## src/rtl/fp32_pkg.sv

```systemverilog
// ============================================================================
//  fp32_pkg -- shared binary32 constants and field layout for the FP32 adder
//  Revision: 1.0
// ============================================================================
`default_nettype none

package fp32_pkg;

    localparam int          EXP_W   = 8;
    localparam int          MAN_W   = 23;
    localparam int          BIAS    = 127;
    localparam logic [31:0] QNAN    = 32'h7FC0_0000;
    localparam logic [31:0] POS_INF = 32'h7F80_0000;
    localparam logic [31:0] NEG_INF = 32'hFF80_0000;

    typedef struct packed {
        logic             sign;
        logic [EXP_W-1:0] exp;
        logic [MAN_W-1:0] man;
    } fp32_t;

endpackage

`default_nettype wire

```

## src/rtl/fp32_lzc.sv

```systemverilog
// ============================================================================
//  fp32_lzc -- 27-bit leading-zero counter; an all-zero input yields 27
//  Revision: 1.0
// ============================================================================
`default_nettype none

module fp32_lzc (
    input  logic [26:0] value,
    output logic [4:0]  count
);

    // Ascending scan: the most significant set bit is the last one to write.
    always_comb begin
        count = 5'd27;
        for (int i = 0; i < 27; i++) begin
            if (value[i]) begin
                count = 5'(26 - i);
            end
        end
    end

endmodule

`default_nettype wire

```

## src/rtl/fp32_adder.sv

```systemverilog
// ============================================================================
//  fp32_adder -- binary32 adder, round-to-nearest-even, one registered stage
//  Revision: 1.0
// ============================================================================
`default_nettype none

module fp32_adder
    import fp32_pkg::*;
(
    input  logic        clk,
    input  logic        rst,
    input  logic        in_valid,
    input  logic [31:0] a,
    input  logic [31:0] b,
    output logic        out_valid,
    output logic [31:0] sum
);

    fp32_t       w_a, w_b, w_big, w_sml;
    logic        w_a_nan, w_b_nan, w_a_inf, w_b_inf, w_a_zero, w_b_zero;
    logic        w_swap, w_eff_sub, w_rnd_up;
    logic [7:0]  w_big_e, w_sml_e, w_diff, w_emax;
    logic [26:0] w_big_m, w_sml_m0, w_sml_m, w_norm_m;
    logic [52:0] w_sml_sh;
    logic [27:0] w_raw;
    logic [4:0]  w_lz, w_shift;
    logic [9:0]  w_norm_e, w_fin_e;
    logic [24:0] w_rnd_m;
    logic [22:0] w_fin_man;
    logic [31:0] w_result;

    assign w_a      = a;
    assign w_b      = b;
    assign w_a_nan  = (w_a.exp == 8'hFF) && (w_a.man != '0);
    assign w_b_nan  = (w_b.exp == 8'hFF) && (w_b.man != '0);
    assign w_a_inf  = (w_a.exp == 8'hFF) && (w_a.man == '0);
    assign w_b_inf  = (w_b.exp == 8'hFF) && (w_b.man == '0);
    assign w_a_zero = (a[30:0] == 31'd0);
    assign w_b_zero = (b[30:0] == 31'd0);

    // Magnitude ordering on the packed exp|man field; ties keep a as larger.
    assign w_swap    = b[30:0] > a[30:0];
    assign w_big     = w_swap ? w_b : w_a;
    assign w_sml     = w_swap ? w_a : w_b;
    assign w_big_e   = (w_big.exp == 8'd0) ? 8'd1 : w_big.exp;
    assign w_sml_e   = (w_sml.exp == 8'd0) ? 8'd1 : w_sml.exp;
    assign w_diff    = w_big_e - w_sml_e;
    assign w_big_m   = {w_big.exp != 8'd0, w_big.man, 3'b000};
    assign w_sml_m0  = {w_sml.exp != 8'd0, w_sml.man, 3'b000};
    assign w_sml_sh  = {w_sml_m0, 26'd0} >> w_diff;
    assign w_sml_m   = (w_diff >= 8'd26) ? {26'd0, |w_sml_m0}
                                         : {w_sml_sh[52:27], w_sml_sh[26] | (|w_sml_sh[25:0])};

    assign w_eff_sub = w_big.sign ^ w_sml.sign;
    assign w_raw     = w_eff_sub ? ({1'b0, w_big_m} - {1'b0, w_sml_m})
                                 : ({1'b0, w_big_m} + {1'b0, w_sml_m});

    fp32_lzc u_lzc (
        .value (w_raw[26:0]),
        .count (w_lz)
    );

    // Left shift is capped so the exponent bottoms out at 1 (subnormal result).
    assign w_emax  = w_big_e - 8'd1;
    assign w_shift = ({3'b000, w_lz} > w_emax) ? w_emax[4:0] : w_lz;

    always_comb begin
        if (w_raw[27]) begin
            w_norm_m = {w_raw[27:2], w_raw[1] | w_raw[0]};
            w_norm_e = {2'b00, w_big_e} + 10'd1;
        end else begin
            w_norm_m = w_raw[26:0] << w_shift;
            w_norm_e = {2'b00, w_big_e} - {5'd0, w_shift};
        end
    end

    assign w_rnd_up  = w_norm_m[2] & (w_norm_m[1] | w_norm_m[0] | w_norm_m[3]);
    assign w_rnd_m   = {1'b0, w_norm_m[26:3]} + {24'd0, w_rnd_up};
    assign w_fin_e   = w_rnd_m[24] ? (w_norm_e + 10'd1) : (w_rnd_m[23] ? w_norm_e : 10'd0);
    assign w_fin_man = w_rnd_m[24] ? w_rnd_m[23:1] : w_rnd_m[22:0];

    always_comb begin
        if (w_a_nan || w_b_nan || (w_a_inf && w_b_inf && (w_a.sign != w_b.sign))) begin
            w_result = QNAN;
        end else if (w_a_inf) begin
            w_result = a;
        end else if (w_b_inf) begin
            w_result = b;
        end else if (w_a_zero && w_b_zero) begin
            w_result = {w_a.sign & w_b.sign, 31'd0};
        end else if (w_a_zero) begin
            w_result = b;
        end else if (w_b_zero) begin
            w_result = a;
        end else if (w_raw == 28'd0) begin
            w_result = 32'd0;
        end else if (w_fin_e >= 10'd255) begin
            w_result = w_big.sign ? NEG_INF : POS_INF;
        end else begin
            w_result = {w_big.sign, w_fin_e[7:0], w_fin_man};
        end
    end

    always_ff @(posedge clk) begin
        if (rst) begin
            sum       <= 32'd0;
            out_valid <= 1'b0;
        end else begin
            out_valid <= in_valid;
            if (in_valid) begin
                sum <= w_result;
            end
        end
    end

endmodule

`default_nettype wire

```

## config.mk

```make
export PLATFORM = sky130hd
export DESIGN_NAME = fp32_adder
export DESIGN_NICKNAME = d
export VERILOG_FILES = /design/src/rtl/fp32_pkg.sv /design/src/rtl/fp32_lzc.sv /design/src/rtl/fp32_adder.sv
export SDC_FILE = /design/constraint.sdc
export NUM_CORES = 1
export LEC_CHECK = 0
export ABC_AREA = 1
export BUFFER_PORTS_ARGS = -buffer_cell sky130_fd_sc_hd__buf_2
export CAP_MARGIN = 5
export CORE_ASPECT_RATIO = 0.9
export CORE_MARGIN = 2
export CORE_UTILIZATION = 60
export CTS_CLUSTER_DIAMETER = 80
export DETAILED_ROUTE_END_ITERATION = 12
export HOLD_SLACK_MARGIN = 0.12
export PLACE_DENSITY = 0.89
export SLEW_MARGIN = 5
export SYNTH_ARGS = -nofsm -noshare
export SYNTH_HDL_FRONTEND = slang
export SYNTH_HIERARCHICAL = 1
export SYNTH_SLANG_ARGS = --single-unit
```

## constraint.sdc

```tcl
create_clock -name clk -period 23.8 [get_ports clk]
set_input_delay 1.19 -clock clk [delete_from_list [all_inputs] [get_ports clk]]
set_output_delay 1.19 -clock clk [all_outputs]
set_load 0.02 [all_outputs]
```

==> summary.txt, run 1 <==
Layout
  • Diode count: 0
  • Final nets: roughly 2,800
  • Area Overhead vs Synth: 4.29%
  • Final core occ: 0.638
  • Proportion of layout cells with a drive suffix above 1: 0.0825

Power and ir drop
  • Static leakage: about 7.5 nW
  • Power Dens Cells: between 100 and 150 nW/um2
  • Logic pwr share: 0.903
  • Max VDD drop: roughly 0.088 mV
  • Internal cell power: 0.484 mW
  • Psw: 1.00 mW
  • Clock share of power: 0.044
  • Sequential Power Share: 0.053
  • Switch share: 0.675

Clock network
  • CTS tree: yes
  • Worst-skew pair later-pin latency: 0.28 ns
  • Gates resized, CTS repair: 0
  • TritonCTS buffer count: 5
  • # Post-CTS Setup Buffers: 0
  • Clk buf depth: 2
  • H-tree depth: 2
  • Root buf cell: clkbuf_16
  • Clk slew on worst S/H paths: ~0.060 ns
  • Clk sinks: 33
  • Hold_buf cts: 0

Logic synthesis
  • Largest cells by area after synthesis: nand2_1 22%, nand3_1 15%, ha_1 9.6%
  • Seq/Total Area, Yosys: 0.0497
  • Leading area contributor after synthesis: nand2_1
  • Main combinational cell family by area after synthesis: simple AND/OR/NAND/NOR gates
  • Cell variety after synth: 61
  • Synth async-reset ratio: 0
  • Synthesis-stage register bit count: 33
  • Most frequent cell after synthesis: nand2_1
  • Post-synthesis mux area share: 0
  • Share of the synthesized area in the top cell type: 0.223
  • Adder-Cell Fraction of Synth Area: 0.101
  • Complex-gate fraction of the synthesized area: 0.163
  • Cell area after synthesis: about 13,000 um2
  • Most used DFF post-synth: dfxtp_1
  • Net Count, Synth: 2,745
  • Post-Synth Simple-Gate Area: 0.511
  • Syn_area_per_cell: 5.16 um2
  • Synth warn: 6
  • Post-Synth XOR/XNOR Area: 0.0284
  • Synth cell count leaders: 789 x nand2_1, 397 x nand3_1, 334 x inv_1
  • Syn Inst Count: 2,573
  • Post-synth EDFFs: 0

Drt
  • DRT antenna net count: 0
  • DRT iter0 DRCs: 2,665
  • WL per Instance: 18.6 um
  • Via/cell ratio: about 6.3
  • Drt drc: 0
  • DR pass1 iterations: 8
  • Routed WL: 53.3 mm
  • Via Count: 17,991

Global route
  • First-pass GRT wire length: 83.2 mm
  • Total gr overflow: 0
  • Initial antenna violation count: 1
  • Largest net degree at the start of global routing: 97
  • All-Layer GR Usage: 0.435
  • Vias in the first global route: 16,021

Timing
  • Final Max Slew Viols: 0
  • RSZ-0062 raised after global routing: false
  • Fmax: 59.1 MHz
  • Clock skew: 0 ns
  • Final setup vio count: 0
  • Final Hold Vio Count: 0
  • Total Neg Setup Slack: 0 ns
  • Worst-Margin Slew: 1.17 ns
  • Tcrit/Tclk final: 0.711
  • Minimum clock period: 16.92 ns
  • Max_slew headroom: 0.218

Worst setup path
  • Family with the most delay on the worst path: simple AND/OR/NAND/NOR gates
  • Req. time, crit path: 24.00 ns
  • CP endpoint kind: flip-flop
  • Worst-path maximum fanout: 96
  • CP max stage cell: nand2_4
  • Crit path largest cell delay: 0.99 ns
  • Most frequent cell on the critical path: nand2_1
  • Worst Path Buf+Inv: 16
  • Setup CP Type: input pin to flip-flop
  • Arrival time at the worst endpoint: 17.12 ns
  • Setup crit start kind: input pin
  • FF-to-FF setup slack: 23.10 ns

Die
  • I/O pin cnt: 100
  • Height of the chip: 145 um
  • Core footprint: 21,700 um2
  • Die Area: between 20,000 and 25,000 um2
  • Die W: 161 um
  • Rows: 51
  • Starting density of the core: 0.612

Run
  • Max_cap viols: 0

Place
  • Hpwl dp: 43.6 mm
  • Routability cong.: around 1.1
  • IO Port Bufs: 99

Run status
  • Status: completed

Worst hold path
  • Tightest Hold Check Type: flip-flop to flip-flop
## registers in the layout, summed over array words and instances (netlist names)
| register | cells |
|---|---|
| sum | 32 |
| out_valid | 1 |
## area by class of cell
| cell class | instances | area [um2] |
|---|---|---|
| multi-input cells | 2057 | 10700 |
| inverters | 373 | 1410 |
| repair buffers | 111 | 586 |
| well taps | 291 | 364 |
| clock inverters | 3 | 17.5 |
| clock buffers | 5 | 125 |
| flip-flops and latches | 33 | 661 |
| fillers | 2261 | 7850 |
## power groups by stage
stage,combinational (mW),clock (mW),sequential (mW)
after CTS,1.28,0.0648,0.0782
after floorplan,0.892,0,0.0969
final,1.34,0.0658,0.0788
after global routing,1.46,0.0681,0.0799
after detailed placement,1.27,0,0.0792
after global placement,1.26,0,0.0784
## through the flow
stage,setup slack (ns),instances,hold slack [ns],power (mW),instance area [um2]
3_3_place_gp,7.63,2865,0.454,1.34,13700
3_5_place_dp,7.07,2865,0.453,1.35,13700
6_report,6.88,2873,0.464,1.49,13800
2_1_floorplan,11.11,2573,0.541,0.989,13300
5_1_grt,5.31,2873,0.483,1.60,13800
4_1_cts,7.31,2873,0.461,1.42,13800
## worst reg2reg max path: cells and delay by family (launching register included)
| kind | cells | cell delay, ns |
|---|---|---|
| AO/OA/AOI/OAI | 1 | 0.21 |
| flip-flops | 1 | 0.35 |
| AND/OR/NAND/NOR | 1 | 0.06 |
## cells in the final DEF (no fill, tap or decap), types with 25 or more instances in the layout
cell type	count
a21oi_1	148
buf_2	99
dfxtp_1	33
ha_1	102
inv_1	334
inv_2	31
nand2_1	789
nand3_1	397
nand4_1	75
nor2_1	153
nor3_1	34
nor4_1	25
o21ai_0	108
o21ai_1	46
xor2_1	33
## cell families after synthesis
logic type / count (synthesis)
DFF: 33
xor gates and xnor gates: 43
buffers and inverters: 483
adders and majority gates: 105
and+or+nand+nor: 1528
AOI/OAI and AO/OA: 381
## metal layers
metal	up-vias	wire length, um	part of all wire	global-route usage
met5	-	13	0.00024	0
met4	2	2720	0.051	0.175
met3	242	6830	0.13	0.119
met2	1269	22600	0.42	0.670
met1	7991	21100	0.40	0.573
li1	8487	-	-	-
## worst paths after layout
| kind | end | start | cells after the start |
|---|---|---|---|
| max | sum[13] | a[30] | 84 |
| min | sum[19] | sum[19] | 2 |
| max reg2reg | sum[1] | sum[1] | 2 |
| min reg2reg | sum[19] | sum[19] | 2 |
Power figures use the tool's default switching activity.
==> run 2, diff against run 1 <==
--- a/config.mk
+++ b/config.mk
@@ -5,7 +5,7 @@
 export SDC_FILE = /design/constraint.sdc
 export NUM_CORES = 1
 export LEC_CHECK = 0
-export ABC_AREA = 1
+export ABC_AREA = 0
 export BUFFER_PORTS_ARGS = -buffer_cell sky130_fd_sc_hd__buf_2
 export CAP_MARGIN = 5
 export CORE_ASPECT_RATIO = 0.9
@@ -14,7 +14,7 @@
 export CTS_CLUSTER_DIAMETER = 80
 export DETAILED_ROUTE_END_ITERATION = 12
 export HOLD_SLACK_MARGIN = 0.12
-export PLACE_DENSITY = 0.89
+export PLACE_DENSITY = 0.88
 export SLEW_MARGIN = 5
 export SYNTH_ARGS = -nofsm -noshare
 export SYNTH_HDL_FRONTEND = slang
==> constraint.sdc (replaced) <==
create_clock -name clk -period 15.6 [get_ports clk]
set_input_delay 0.78 -clock clk [delete_from_list [all_inputs] [get_ports clk]]
set_output_delay 0.78 -clock clk [all_outputs]
set_load 0.02 [all_outputs]
==> run 2 against run 1 <==
Effect of this change:
- the flow now stops in 5_1_grt
- synthesized cell count fell by 4.0%
- area after synthesis grew 20%
==> summary.txt, run 2 <==
Place
  • Post-Place Cell Area: 17,100 um2 (+25%)
  • Routability cong.: 1.35 (+22%)
  • Hpwl dp: 59.3 mm (+36%)
  • IO Port Bufs: 99 (unchanged)
  • Place WS: -0.653 ns (-7.72 ns)

Clock network
  • Clk buf depth: 2 (unchanged)
  • H-tree depth: 2 (unchanged)
  • Hold_buf cts: 0 (unchanged)
  • Root buf cell: clkbuf_16
  • TritonCTS buffer count: 5 (unchanged)
  • Clk sinks: 33 (unchanged)

Run status
  • Fail Step: 5_1_grt
  • Status: aborted with a tool error
  • Log Error: [ERROR GRT-0232] Routing congestion too high. Check the congestion heatmap in the GUI.

Die
  • Height of the chip: 159 um (+9.4%)
  • I/O pin cnt: 100 (unchanged)
  • Rows: 56 (+9.8%)
  • Starting density of the core: 0.611 (-0.00147)
  • Die W: 176 um (+9.4%)

Logic synthesis
  • Net Count, Synth: 2,641 (-3.8%)
  • Leading area contributor after synthesis: ha_1
  • Most frequent cell after synthesis: nand2_1
  • Post-synth EDFFs: 0 (unchanged)
  • Syn Inst Count: 2,469 (-4.0%)
  • Synthesis-stage register bit count: 33 (unchanged)
  • Largest cells by area after synthesis: ha_1 8.0%, nand2_1 6.6%, a21oi_1 6.3%
  • Seq/Total Area, Yosys: 0.0414 (-0.00835)
  • Synth warn: 6 (unchanged)
  • Most used DFF post-synth: dfxtp_1
  • Cell area after synthesis: 16,000 um2 (+20%)
  • Cell variety after synth: 123 (+100%)
  • Synth cell count leaders: 281 x nand2_1, 236 x nor2_1, 201 x a21oi_1
  • Synth async-reset ratio: 0 (unchanged)
  • Share of the synthesized area in the top cell type: 0.0800 (-0.143)
  • Syn_area_per_cell: 6.46 um2 (+25%)

Global route
  • All-Layer GR Usage: 0.708
  • Largest net degree at the start of global routing: 70
  • Total gr overflow: between 50 and 60

Timing
  • Worst EP post-GRT repair: sum[27]$_SDFFE_PP0P_/D
  • Worst_ep kind: sequential cell input
-- run 2: changes by cell type after synthesis, sizes merged, moves of 39 or more --
cell / previous run / this run
o211ai: 3 / 53
nand2: 801 / 281
nor2: 168 / 240
mux2i: 0 / 50
nor3: 35 / 91
a21oi: 149 / 205
a211oi: 5 / 45
inv: 365 / 130
nand3: 409 / 87
clkbuf: 57 / 96
-- run 2: repair_timing --
action	CTS
pin swaps	2
buffers inserted	7
gates resized for setup	20
endpoints found under the hold margin	0
endpoints found under the setup margin	25
-- run 2: routing by layer --
metal	GRT overflow	global-route usage
met1	1	0.719
met2	24	0.827
met3	4	0.636
met4	26	0.607
met5	0	0.373
-- run 2: stage by stage --
step           hold slack, ns  std cells   util
2_1_floorplan           0.524       2469      -
3_3_place_gp            0.430       2870  0.655
3_5_place_dp            0.438       2870  0.655
4_1_cts                 0.445       2885  0.666
-- run 2: logic make-up after synthesis --
logic type,Yosys count,share of synthesized area
simple gates,965,0.299
mux,77,0.0521
buf+inv,298,0.0794
compound gates,932,0.411
flops,33,0.0414
fa+ha+maj,105,0.0837
xor+xnor,59,0.0329
==> run 3, diff against run 2 <==
--- a/config.mk
+++ b/config.mk
@@ -8,13 +8,10 @@
 export ABC_AREA = 0
 export BUFFER_PORTS_ARGS = -buffer_cell sky130_fd_sc_hd__buf_2
 export CAP_MARGIN = 5
-export CORE_ASPECT_RATIO = 0.9
 export CORE_MARGIN = 2
-export CORE_UTILIZATION = 60
-export CTS_CLUSTER_DIAMETER = 80
+export CORE_UTILIZATION = 40
 export DETAILED_ROUTE_END_ITERATION = 12
-export HOLD_SLACK_MARGIN = 0.12
-export PLACE_DENSITY = 0.88
+export PLACE_DENSITY_LB_ADDON = 0.15
 export SLEW_MARGIN = 5
 export SYNTH_ARGS = -nofsm -noshare
 export SYNTH_HDL_FRONTEND = slang
==> run 3 against run 2 <==
Effect of this change:
- the run now ends clean
- area after synthesis unchanged
- synthesized cell count is the same
==> summary.txt, run 3 <==
Worst setup path
  • Most frequent cell on the critical path: a21oi_1
  • Setup crit start kind: input pin
  • Reg2Reg Depth: 3
  • Worst-path maximum fanout: 24
  • Req. time, crit path: 15.75 ns
  • FF-to-FF Start: sum[1]
  • Arrival time at the worst endpoint: between 15 and 20 ns
  • Setup CP Type: input pin to flip-flop
  • RR Endpoint: sum[1]
  • CP endpoint kind: flip-flop
  • CP max stage cell: xnor2_1
  • FF-to-FF setup slack: 14.57 ns
  • Crit path largest cell delay: roughly 0.94 ns

Logic synthesis
  • Cell variety after synth: 123 (unchanged)
  • Synth cell count leaders: 281 x nand2_1, 236 x nor2_1, 201 x a21oi_1
  • Post-Synth XOR/XNOR Area: 0.0328 (unchanged)
  • Largest cells by area after synthesis: ha_1 8.0%, nand2_1 6.6%, a21oi_1 6.3%
  • Complex-gate fraction of the synthesized area: 0.411 (unchanged)
  • Synth async-reset ratio: 0 (unchanged)
  • Net Count, Synth: 2,641 (unchanged)
  • Synth warn: 6 (unchanged)
  • Post-synth EDFFs: 0 (unchanged)
  • Seq/Total Area, Yosys: 0.0414 (unchanged)
  • Syn Inst Count: 2,469 (unchanged)
  • Post-synthesis mux area share: 0.0521 (unchanged)
  • Syn_area_per_cell: 6.46 um2 (unchanged)
  • Most used DFF post-synth: dfxtp_1
  • Most frequent cell after synthesis: nand2_1
  • Cell area after synthesis: 16,000 um2 (unchanged)
  • Post-Synth Simple-Gate Area: 0.299 (unchanged)
  • Main combinational cell family by area after synthesis: compound AO/OA/AOI/OAI gates
  • Leading area contributor after synthesis: ha_1
  • Synthesis-stage register bit count: 33 (unchanged)
  • Share of the synthesized area in the top cell type: 0.0800 (unchanged)
  • Adder-Cell Fraction of Synth Area: 0.0837 (unchanged)

Layout
  • Commonest non-fill, non-tap cell in the layout: buf_4
  • Register with the most flip-flops: sum
  • Register area: about 660 um2
  • Final core occ: 0.490
  • Post-Layout Cell Count: 3,230
  • Largest regs: sum x32, out_valid x1
  • Proportion of layout cells with a drive suffix above 1: 0.222
  • Largest register FFs: 32
  • Diode count: 0
  • Area of the multi-input gates: 14,600 um2
  • Most frequent cells in the layout: 281 x buf_4, 279 x nand2_1, 228 x nor2_1
  • Final nets: roughly 2,900
  • Filler cells: approximately 4,100
  • Area Overhead vs Synth: 21.4%

Clock network
  • CTS tree: yes
  • Clk sinks: 33 (unchanged)
  • Clk buf depth: 2 (unchanged)
  • H-tree depth: 2 (unchanged)
  • Hold_buf cts: 0 (unchanged)
  • Root buf cell: clkbuf_16
  • Worst-skew pair later-pin latency: 0.28 ns
  • TritonCTS buffer count: 5 (unchanged)
  • Clk slew on worst S/H paths: 0.06 ns

Die
  • Height of the chip: 204 um (+28%)
  • Rows: 73 (+30%)
  • Core footprint: about 40,000 um2
  • Starting density of the core: 0.404 (-0.207)
  • Die W: 204 um (+16%)
  • Die Area: 41,500 um2
  • I/O pin cnt: 100 (unchanged)

Global route
  • All-Layer GR Usage: 0.437
  • Met1 usage: 0.568
  • Total gr overflow: 0
  • Met2 Usage GRT: 0.661
  • Initial antenna violation count: 3
  • Largest net degree at the start of global routing: 70
  • First-pass GRT wire length: 138 mm
  • Vias in the first global route: 20,958
  • Global Route met3 Usage: 0.108
  • Busiest grt layer: met2

Run status
  • Status: completed

Timing
  • Final setup vio count: 0
  • Final Max Slew Viols: 0
  • Final Hold Vio Count: 0
  • Max_slew headroom: 0.0999
  • Fmax: 65.2 MHz
  • Worst-Margin Slew: 1.34 ns
  • Minimum clock period: 15.34 ns
  • Tcrit/Tclk final: 0.983
  • Clock skew: 0 ns
  • Hold WS: 0.447 ns

Place
  • Hpwl dp: 75.6 mm (+27%)
  • Routability cong.: 1.09 (-19%)
  • Dpl cells: 3,198 (+11%)
  • IO Port Bufs: 99 (unchanged)

Drt
  • WL per Instance: between 20 and 30 um
  • Drt drc: 0
  • Via/cell ratio: 7.05
  • Via Count: 22,769
  • Routed WL: about 95 mm
  • DR pass1 iterations: 7
  • DRT iter0 DRCs: 3,398
  • DRT antenna net count: 0

Run
  • Max_cap viols: 0

Power and ir drop
  • Max VDD drop: ~0.056 mV
  • Static leakage: 8.08 nW
  • Overall power: 3.08 mW
  • Power Dens Cells: 159 nW/um2

Worst hold path
  • Hold_sp: sum[12]
  • Hold Path End: sum[12]
  • WHS Path Cells: 2
  • Tightest Hold Check Type: flip-flop to flip-flop
[run 3: cell counts after synthesis]
No cell type changed its count.
[run 3: per-stage QoR]
step / setup slack [ns] / TNS [ns] / instance area [um2]
after floorplan: 0.0268 / 0 / 16000
after global placement: -0.280 / -6.06 / 18500
after detailed placement: -0.272 / -5.42 / 18500
after CTS: 0.0842 / 0 / 18700
after global routing: -0.138 / -2.29 / 19400
final: 0.262 / 0 / 19400
[run 3: kinds of logic (layout without fill, tap and decap cells)]
logic type      after synthesis  after routing
simple gates                965            967
compound gates              932            932
buf+inv                     298            531
fa+ha+maj                   105            105
mux                          77             77
xor+xnor                     59             60
flops                        33             33
[run 3: worst max-delay path by stage]
stage | startpoint | cells past startpoint | to | slack [ns]
2_1_floorplan | a[29] | 68 | sum[5] | 0.03
3_3_place_gp | a[9] | 63 | sum[21] | -0.28
3_5_place_dp | a[9] | 62 | sum[27] | -0.27
4_1_cts | a[29] | 65 | sum[27] | 0.08
5_1_grt | a[26] | 69 | sum[13] | -0.14
6_report | a[22] | 60 | sum[27] | 0.26
[run 3: metal layers]
layer,vias up,part of all wire
li1,9875,-
met2,1827,0.42
met3,418,0.13
met5,-,0.00034
met1,10645,0.38
met4,4,0.071
[run 3: power by group]
group	leakage (nW)	internal [mW]	total [mW]	switching, mW
Clock	0.0800	0.0755	0.113	0.0374
Sequential	0.272	0.108	0.123	0.0153
Combinational	7.73	0.996	2.84	1.85
[run 3: critical path, delay by kind of cell]
kind,cells,cell delay (ns)
AOI/OAI and AO/OA,23,5.26
xor gates and xnor gates,1,0.94
adders and majority gates,4,1.33
buffers and inverters,9,1.61
and+or+nand+nor,23,5.54
[run 3: area by class of cell]
type / count / area share
clock buffers: 5 / 0.00646
clock inverters: 3 / 0.00239
well taps: 525 / 0.0339
multi-input cells: 2141 / 0.754
repair buffers: 389 / 0.143
inverters: 134 / 0.0262
flip-flops and latches: 33 / 0.0341
[run 3: what timing repair did]
| item | 4_1_cts | 5_1_grt |
|---|---|---|
| cloned | 0 | 4 |
| pin swaps | 0 | 27 |
| gates resized for setup | 1 | 106 |
| setup endpoints to repair | 5 | 31 |
| buffers inserted | 0 | 20 |
